==> src/rtl/vga_timing_pkg.sv <==
// -----------------------------------------------------------------------------
// vga_timing_pkg
// Shared definitions for the VGA timing generator:
//   - default 640x480@60 timing constants
//   - the four-segment state type used by both axis sequencers
//   - the axis total / next-segment helpers
// -----------------------------------------------------------------------------
package vga_timing_pkg;

  // Position and segment counters are 10 bits wide, so one axis can span
  // at most 1024 positions.
  localparam int CNT_W   = 10;
  localparam int CNT_MAX = 1 << CNT_W;

  localparam int DEF_ACTIVE_COLS = 640;
  localparam int DEF_H_FRONT     = 16;
  localparam int DEF_H_SYNC      = 96;
  localparam int DEF_H_BACK      = 48;
  localparam int DEF_ACTIVE_ROWS = 480;
  localparam int DEF_V_FRONT     = 10;
  localparam int DEF_V_SYNC      = 2;
  localparam int DEF_V_BACK      = 33;

  typedef enum logic [1:0] {
    SEG_ACTIVE = 2'd0,
    SEG_FRONT  = 2'd1,
    SEG_SYNC   = 2'd2,
    SEG_BACK   = 2'd3
  } seg_state_e;

  function automatic int axis_total(input int active, input int front,
                                    input int sync, input int back);
    return active + front + sync + back;
  endfunction

  function automatic seg_state_e seg_next(input seg_state_e s);
    seg_state_e n;
    case (s)
      SEG_ACTIVE: n = SEG_FRONT;
      SEG_FRONT:  n = SEG_SYNC;
      SEG_SYNC:   n = SEG_BACK;
      default:    n = SEG_ACTIVE;
    endcase
    return n;
  endfunction

endpackage

==> src/rtl/vga_axis_seq.sv <==
// -----------------------------------------------------------------------------
// vga_axis_seq
// One timing axis: a four-segment FSM, each segment timed by a down-counter
// with terminal-count compare, plus the position counter along the axis.
//
//   state      | meaning
//   -----------+-----------------------------------------------
//   SEG_ACTIVE | visible region, LEN_ACTIVE positions
//   SEG_FRONT  | front porch, LEN_FRONT positions
//   SEG_SYNC   | sync pulse, LEN_SYNC positions
//   SEG_BACK   | back porch, LEN_BACK positions; last one wraps
//
// Ports:
//   clk_i       clock
//   rst_ni      asynchronous active-low reset
//   clear_i     force back to position 0 / SEG_ACTIVE on the next edge
//   advance_i   step one position on the next edge
//   pos_o       registered position, 0..total-1
//   state_d_o   next segment state (lets the parent register combined flags)
//   sync_o      registered sync level for the current position
//   wrap_o      this edge moves the last position back to 0
// -----------------------------------------------------------------------------
module vga_axis_seq
  import vga_timing_pkg::*;
#(
  parameter int LEN_ACTIVE = DEF_ACTIVE_COLS,
  parameter int LEN_FRONT  = DEF_H_FRONT,
  parameter int LEN_SYNC   = DEF_H_SYNC,
  parameter int LEN_BACK   = DEF_H_BACK,
  parameter bit SYNC_POL   = 1'b0
) (
  input  logic             clk_i,
  input  logic             rst_ni,
  input  logic             clear_i,
  input  logic             advance_i,
  output logic [CNT_W-1:0] pos_o,
  output seg_state_e       state_d_o,
  output logic             sync_o,
  output logic             wrap_o
);

  localparam logic [CNT_W-1:0] LAST_ACTIVE = CNT_W'(LEN_ACTIVE - 1);
  localparam logic [CNT_W-1:0] LAST_FRONT  = CNT_W'(LEN_FRONT - 1);
  localparam logic [CNT_W-1:0] LAST_SYNC   = CNT_W'(LEN_SYNC - 1);
  localparam logic [CNT_W-1:0] LAST_BACK   = CNT_W'(LEN_BACK - 1);

  function automatic logic [CNT_W-1:0] seg_last(input seg_state_e s);
    logic [CNT_W-1:0] v;
    case (s)
      SEG_ACTIVE: v = LAST_ACTIVE;
      SEG_FRONT:  v = LAST_FRONT;
      SEG_SYNC:   v = LAST_SYNC;
      default:    v = LAST_BACK;
    endcase
    return v;
  endfunction

  seg_state_e       state_q, state_d;
  logic [CNT_W-1:0] seg_cnt_q, seg_cnt_d;
  logic [CNT_W-1:0] pos_q, pos_d;
  logic             sync_q, sync_d;
  logic             wrap;

  always_comb begin
    state_d   = state_q;
    seg_cnt_d = seg_cnt_q;
    pos_d     = pos_q;
    wrap      = 1'b0;
    if (clear_i) begin
      state_d   = SEG_ACTIVE;
      seg_cnt_d = LAST_ACTIVE;
      pos_d     = '0;
    end else if (advance_i) begin
      if (seg_cnt_q == '0) begin
        state_d   = seg_next(state_q);
        seg_cnt_d = seg_last(seg_next(state_q));
        if (state_q == SEG_BACK) begin
          wrap  = 1'b1;
          pos_d = '0;
        end else begin
          pos_d = pos_q + CNT_W'(1);
        end
      end else begin
        seg_cnt_d = seg_cnt_q - CNT_W'(1);
        pos_d     = pos_q + CNT_W'(1);
      end
    end
    // Sync level is registered from the next state so it lines up with pos_q.
    sync_d = (state_d == SEG_SYNC) ? SYNC_POL : ~SYNC_POL;
  end

  always_ff @(posedge clk_i or negedge rst_ni) begin
    if (!rst_ni) begin
      state_q   <= SEG_ACTIVE;
      seg_cnt_q <= LAST_ACTIVE;
      pos_q     <= '0;
      sync_q    <= ~SYNC_POL;
    end else begin
      state_q   <= state_d;
      seg_cnt_q <= seg_cnt_d;
      pos_q     <= pos_d;
      sync_q    <= sync_d;
    end
  end

  assign pos_o     = pos_q;
  assign state_d_o = state_d;
  assign sync_o    = sync_q;
  assign wrap_o    = wrap;

endmodule

==> src/rtl/vga_sync_gen.sv <==
// -----------------------------------------------------------------------------
// vga_sync_gen
// Source-side VGA timing generator. A horizontal axis sequencer steps every
// enabled clock; a vertical one steps on each horizontal wrap. All outputs are
// registered and describe the column/row presented in the same cycle.
//
// Optional build macro: VGA_SYNC_GEN_PATTERN_EN
//   defined   - RGB outputs show 8 vertical colour bars in the active area
//   undefined - RGB outputs are tied to 0
//
// Ports:
//   i_Clk          pixel clock
//   i_Rst_L        asynchronous active-low reset
//   i_Enable       run timing; low holds the block in idle blanking
//   o_HSync        horizontal sync (asserted level = SYNC_POL)
//   o_VSync        vertical sync (asserted level = SYNC_POL)
//   o_Active       visible pixel
//   o_Col_Count    current column
//   o_Row_Count    current row
//   o_Frame_Start  one-cycle pulse at col 0 / row 0
//   o_Red_Video, o_Grn_Video, o_Blu_Video   pattern output
// -----------------------------------------------------------------------------
module vga_sync_gen
  import vga_timing_pkg::*;
#(
  parameter int ACTIVE_COLS = DEF_ACTIVE_COLS,
  parameter int H_FRONT     = DEF_H_FRONT,
  parameter int H_SYNC      = DEF_H_SYNC,
  parameter int H_BACK      = DEF_H_BACK,
  parameter int ACTIVE_ROWS = DEF_ACTIVE_ROWS,
  parameter int V_FRONT     = DEF_V_FRONT,
  parameter int V_SYNC      = DEF_V_SYNC,
  parameter int V_BACK      = DEF_V_BACK,
  parameter bit SYNC_POL    = 1'b0,
  parameter int VIDEO_WIDTH = 3
) (
  input  logic                   i_Clk,
  input  logic                   i_Rst_L,
  input  logic                   i_Enable,
  output logic                   o_HSync,
  output logic                   o_VSync,
  output logic                   o_Active,
  output logic [CNT_W-1:0]       o_Col_Count,
  output logic [CNT_W-1:0]       o_Row_Count,
  output logic                   o_Frame_Start,
  output logic [VIDEO_WIDTH-1:0] o_Red_Video,
  output logic [VIDEO_WIDTH-1:0] o_Grn_Video,
  output logic [VIDEO_WIDTH-1:0] o_Blu_Video
);

  localparam int TOTAL_COLS = axis_total(ACTIVE_COLS, H_FRONT, H_SYNC, H_BACK);
  localparam int TOTAL_ROWS = axis_total(ACTIVE_ROWS, V_FRONT, V_SYNC, V_BACK);

  if (TOTAL_COLS > CNT_MAX) begin : g_err_cols
    $error("vga_sync_gen: TOTAL_COLS exceeds the 10-bit counter range");
  end
  if (TOTAL_ROWS > CNT_MAX) begin : g_err_rows
    $error("vga_sync_gen: TOTAL_ROWS exceeds the 10-bit counter range");
  end
  if (ACTIVE_COLS < 1 || H_FRONT < 1 || H_SYNC < 1 || H_BACK < 1) begin : g_err_hseg
    $error("vga_sync_gen: horizontal segments must be at least one clock long");
  end
  if (ACTIVE_ROWS < 1 || V_FRONT < 1 || V_SYNC < 1 || V_BACK < 1) begin : g_err_vseg
    $error("vga_sync_gen: vertical segments must be at least one line long");
  end
  if (VIDEO_WIDTH < 1) begin : g_err_vw
    $error("vga_sync_gen: VIDEO_WIDTH must be at least 1");
  end

  // run_q is low while idle; the first enabled edge after idle re-presents
  // position 0/0 (with the frame-start pulse) instead of advancing.
  logic       run_q;
  logic       active_q, active_d;
  logic       frame_start_q, frame_start_d;
  logic       axis_clear, h_adv;
  logic       h_wrap, v_wrap;
  seg_state_e h_state_d, v_state_d;

  always_comb begin
    axis_clear    = ~i_Enable;
    h_adv         = i_Enable & run_q;
    active_d      = i_Enable && (h_state_d == SEG_ACTIVE) && (v_state_d == SEG_ACTIVE);
    frame_start_d = i_Enable && (!run_q || v_wrap);
  end

  vga_axis_seq #(
    .LEN_ACTIVE (ACTIVE_COLS),
    .LEN_FRONT  (H_FRONT),
    .LEN_SYNC   (H_SYNC),
    .LEN_BACK   (H_BACK),
    .SYNC_POL   (SYNC_POL)
  ) u_h_axis (
    .clk_i     (i_Clk),
    .rst_ni    (i_Rst_L),
    .clear_i   (axis_clear),
    .advance_i (h_adv),
    .pos_o     (o_Col_Count),
    .state_d_o (h_state_d),
    .sync_o    (o_HSync),
    .wrap_o    (h_wrap)
  );

  // Row steps only on the line-wrap edge, so VSync edges land on col 0.
  vga_axis_seq #(
    .LEN_ACTIVE (ACTIVE_ROWS),
    .LEN_FRONT  (V_FRONT),
    .LEN_SYNC   (V_SYNC),
    .LEN_BACK   (V_BACK),
    .SYNC_POL   (SYNC_POL)
  ) u_v_axis (
    .clk_i     (i_Clk),
    .rst_ni    (i_Rst_L),
    .clear_i   (axis_clear),
    .advance_i (h_wrap),
    .pos_o     (o_Row_Count),
    .state_d_o (v_state_d),
    .sync_o    (o_VSync),
    .wrap_o    (v_wrap)
  );

  always_ff @(posedge i_Clk or negedge i_Rst_L) begin
    if (!i_Rst_L) begin
      run_q         <= 1'b0;
      active_q      <= 1'b0;
      frame_start_q <= 1'b0;
    end else begin
      run_q         <= i_Enable;
      active_q      <= active_d;
      frame_start_q <= frame_start_d;
    end
  end

  assign o_Active      = active_q;
  assign o_Frame_Start = frame_start_q;

`ifdef VGA_SYNC_GEN_PATTERN_EN
  localparam int BAR_W = ACTIVE_COLS / 8;

  if (BAR_W < 1) begin : g_err_bar
    $error("vga_sync_gen: ACTIVE_COLS too small for an 8-bar pattern");
  end

  logic [CNT_W-1:0]       pat_col_d;
  logic [CNT_W-1:0]       bar_full_d;
  logic [2:0]             bar_d;
  logic [VIDEO_WIDTH-1:0] red_q, grn_q, blu_q;
  logic [VIDEO_WIDTH-1:0] red_d, grn_d, blu_d;

  always_comb begin
    // Column that the counters will present after this edge.
    pat_col_d = '0;
    if (h_adv && !h_wrap) begin
      pat_col_d = o_Col_Count + CNT_W'(1);
    end
    bar_full_d = pat_col_d / CNT_W'(BAR_W);
    bar_d      = bar_full_d[2:0];
    red_d      = (active_d && bar_d[2]) ? '1 : '0;
    grn_d      = (active_d && bar_d[1]) ? '1 : '0;
    blu_d      = (active_d && bar_d[0]) ? '1 : '0;
  end

  always_ff @(posedge i_Clk or negedge i_Rst_L) begin
    if (!i_Rst_L) begin
      red_q <= '0;
      grn_q <= '0;
      blu_q <= '0;
    end else begin
      red_q <= red_d;
      grn_q <= grn_d;
      blu_q <= blu_d;
    end
  end

  assign o_Red_Video = red_q;
  assign o_Grn_Video = grn_q;
  assign o_Blu_Video = blu_q;
`else
  assign o_Red_Video = '0;
  assign o_Grn_Video = '0;
  assign o_Blu_Video = '0;
`endif

endmodule

==> config.mk <==
export PLATFORM = sky130hd
export DESIGN_NAME = vga_sync_gen
export DESIGN_NICKNAME = d
export VERILOG_FILES = /design/src/rtl/vga_timing_pkg.sv /design/src/rtl/vga_axis_seq.sv /design/src/rtl/vga_sync_gen.sv
export SDC_FILE = /design/constraint.sdc
export NUM_CORES = 1
export LEC_CHECK = 0
export ABC_AREA = 0
export CAP_MARGIN = 25
export CORE_MARGIN = 4
export CORE_UTILIZATION = 60
export DETAILED_ROUTE_END_ITERATION = 8
export GPL_TIMING_DRIVEN = 1
export PLACE_DENSITY = 0.85
export SYNTH_ARGS = -nofsm -noshare
export SYNTH_HDL_FRONTEND = slang
export SYNTH_SLANG_ARGS = --single-unit
==> constraint.sdc <==
create_clock -name i_Clk -period 5.9 [get_ports i_Clk]
set_input_delay 0.59 -clock i_Clk [delete_from_list [all_inputs] [get_ports i_Clk]]
set_output_delay 0.59 -clock i_Clk [all_outputs]
set_load 0.02 [all_outputs]
==> reports/metrics.cfg <==
[outcome]
outcome = finished clean

[timing]
finalMaxSlewViolations = 0
finalWorstSetupSlack_ns = 3.127
finalHoldViolCount = 0
grt_setup_unrepaired = no
tns_ns = 0
clock.fmax_mhz = 360.6
tightest_slew_ns = 0.9820
finClkSkew_ns = 0.009932
relSlewSlack = 0.3399
setup_viol = 0
period_share = 0.4700
period_minus_slack_ns = 2.773

[cts]
clock_sinks = 49
clk_path_buf_depth = 2
post_cts_buffers = 0
numCtsBuffers = 5
cts_max_level = 2
cts.reportedPaths.clkPinSlew_ns = 0.10
worst_skew_pair.late_latency_ns = 0.31
cts.repair.resized = 0
root_buffer = clkbuf_8
hold_buffers = 0
cts_tree = yes

[logic_synthesis]
netlist_top_cells_area = dfrtp_1 26%, dfstp_2 16%, ha_1 5.4%
synth_cell_types = 60
yosys.area.top_type = dfrtp_1
ys.flop_type = dfrtp_1
syn-cell-area_um2 = 3028
yosysSeqAreaShare = 0.4124
synth-compound-area-share = 0.1975
async_reset_ff_frac = 1.000
netlist_instances = 330
synthSimpleGateAreaFrac = 0.2446
synth_top_family_by_area = simple AND/OR/NAND/NOR gates
synth_mux_area_frac = 0.01074
synth-edff-count = 0
synth-seq-cells = 49
synth.avg_cell_area_um2 = 9.175
synth_top_area_frac = 0.2562
synthAdderAreaFrac = 0.05372
synthXorXnorAreaFrac = 0.01446
ys.warnings.count = 0

[placement]
placed_cell_area_um2 = 3278
dp_slack_ns = 2.770
dp_hpwl_um = 4650
gp_congestion = 0.8504
portBuffers = 26

[worst_setup_path]
critPathLaunch = i_Enable
critPathArrivalTime_ns = 3.03
start_kind = input port
worstPathRequired_ns = 6.15
slowest_delay_ns = 0.78
path_cells = clkdlybuf4s50_1, inv_1, a41oi_2, or4b_1, a211o_1
cp_slowest_cell = clkdlybuf4s50_1
critPathKind = input port to flip-flop
cp-end-kind = flip-flop
cp_max_fo = 21
r2r_start = u_h_axis.seg_cnt_q[1]

[drt]
vias_per_cell = 6.222
dr.pass1.iters = 4
drtIter0Drc = 168
antenna_left = 0
drc = 0
routed-via-count = 2601
wl_um = 6550
wl_per_cell_um = 15.67

[floorplanning]
start_util = 0.6286
ios = 36
placeableCoreArea_um2 = 4817
die_h_um = 79.04
die-area_um2 = 6247
fp-row-count = 25
die_w_um = 79.04

[power]
power.leakage_uw = 0.001425
power_density_nw_per_um2 = 178.8
peakVddDrop_v = 0.00009704

[final_layout]
mostFrequentLayoutCell = dfrtp_1
syn_to_final_growth_pct = 11.65
fin_area_um2 = 3381
nNetsFinal = 366
final_cell_mix = 31 x dfrtp_1, 29 x nand2_1, 25 x clkdlybuf4s50_1, 22 x nand3_1, 22 x o21ai_0
n_fill_cell = 388
diodes = 0
drive_gt1_frac = 0.1225

[global_route]
grt_pass1_vias = 2547
grt_remaining_overflow = 0
grt_max_degree = 50
grtUsageTotal = 0.2267
grt_pass1_wl_um = 11520
antenna_found_initial = 0

[job]
cap_violations = 0

[worst_hold_path]
holdCritPathClass = input port to async pin

-- cells in the mapped netlist, drive strengths merged, types with 4 or more instances --
cell,number
dfrtp,31
nand2,29
nand3,22
o21ai,22
inv,19
nor2,19
dfstp,18
a21oi,13
ha,13
buf,12
a31oi,11
clkbuf,11
nand4,11
nor3,9
a22o,6
a41oi,6
and3,6
and2,5
nor4,5
o31ai,4
or4b,4
-- path summary, 6_finish.rpt --
kind / end / slack [ns] / cells past startpoint
max in group asynchronous: u_h_axis.state_q[1] / 5.14 / 2
worst max register to register: u_v_axis.seg_cnt_q[2] / 3.34 / 6
worst max-delay path: u_v_axis.seg_cnt_q[4] / 3.13 / 5
worst min register to register: u_h_axis.seg_cnt_q[3] / 0.52 / 2
worst min-delay path: u_v_axis.pos_o[0] / 0.36 / 2
min in group i_Clk: u_h_axis.seg_cnt_q[3] / 0.52 / 2
-- report_power, final --
part	internal, uW	switching [uW]	total (uW)	leakage, uW
registers	342	6.78	349	0.000614
clock network	86.3	123	209	0.0000423
logic	14.5	32.1	46.6	0.000768
total	443	162	604	0.00143
-- through the flow --
step / cells / utilization / power, uW / hold WS [ns]
2_1_floorplan: 338 / - / 385.1 / 0.2944
3_3_place_gp: 409 / 0.6805 / 399.2 / 0.4930
3_5_place_dp: 409 / 0.6805 / 400.4 / 0.5074
4_1_cts: 417 / 0.7003 / 609.2 / 0.3796
5_1_grt: 418 / 0.7018 / 633.2 / 0.4175
6_report: 418 / 0.7018 / 604.3 / 0.3601
-- sequential cells by signal, summed over array words and instances (netlist names) --
name and cells:
u_v_axis.sync_o 1, u_h_axis.pos_o 10, o_Active 1, u_h_axis.seg_cnt_q 10, run_q 1, u_h_axis.state_q 2
o_Frame_Start 1, u_v_axis.pos_o 10, u_h_axis.sync_o 1, u_v_axis.state_q 2, u_v_axis.seg_cnt_q 10
-- logic make-up (layout without fill, tap and decap cells) --
logic type / Yosys count / after routing
AND/OR/NAND/NOR: 130 / 130
AO/OA/AOI/OAI: 87 / 87
flip-flops: 49 / 49
buffers and inverters: 42 / 55
adder cells (fa/ha/maj): 13 / 13
XOR/XNOR: 5 / 5
multiplexers: 3 / 3
other: 1 / 9
-- critical path, delay by kind of cell --
family          cells  cell delay, ns
buf+inv             2            1.32
simple gates        1            0.59
compound gates      2            0.52
-- layer usage --
layer	routed length, um	vias to the layer above	track usage
met1	3018	1273	0.2942
met2	3154	68	0.3822
met4	92	0	0.07045
met3	284	10	0.04422
li1	-	1250	-
met5	0	-	0
-- cell type report --
type                            instances  area [um^2]  share of cell area
Multi-Input combinational cell        247         1612              0.4767
Sequential cell                        49         1249              0.3694
Timing Repair Buffer                   28        270.3             0.07994
Tap cell                               67        83.83             0.02480
Inverter                               19        71.32             0.02110
Clock buffer                            5        68.82             0.02036
Clock inverter                          3        26.28            0.007772
Note: power is estimated with default switching activity, not from simulation.
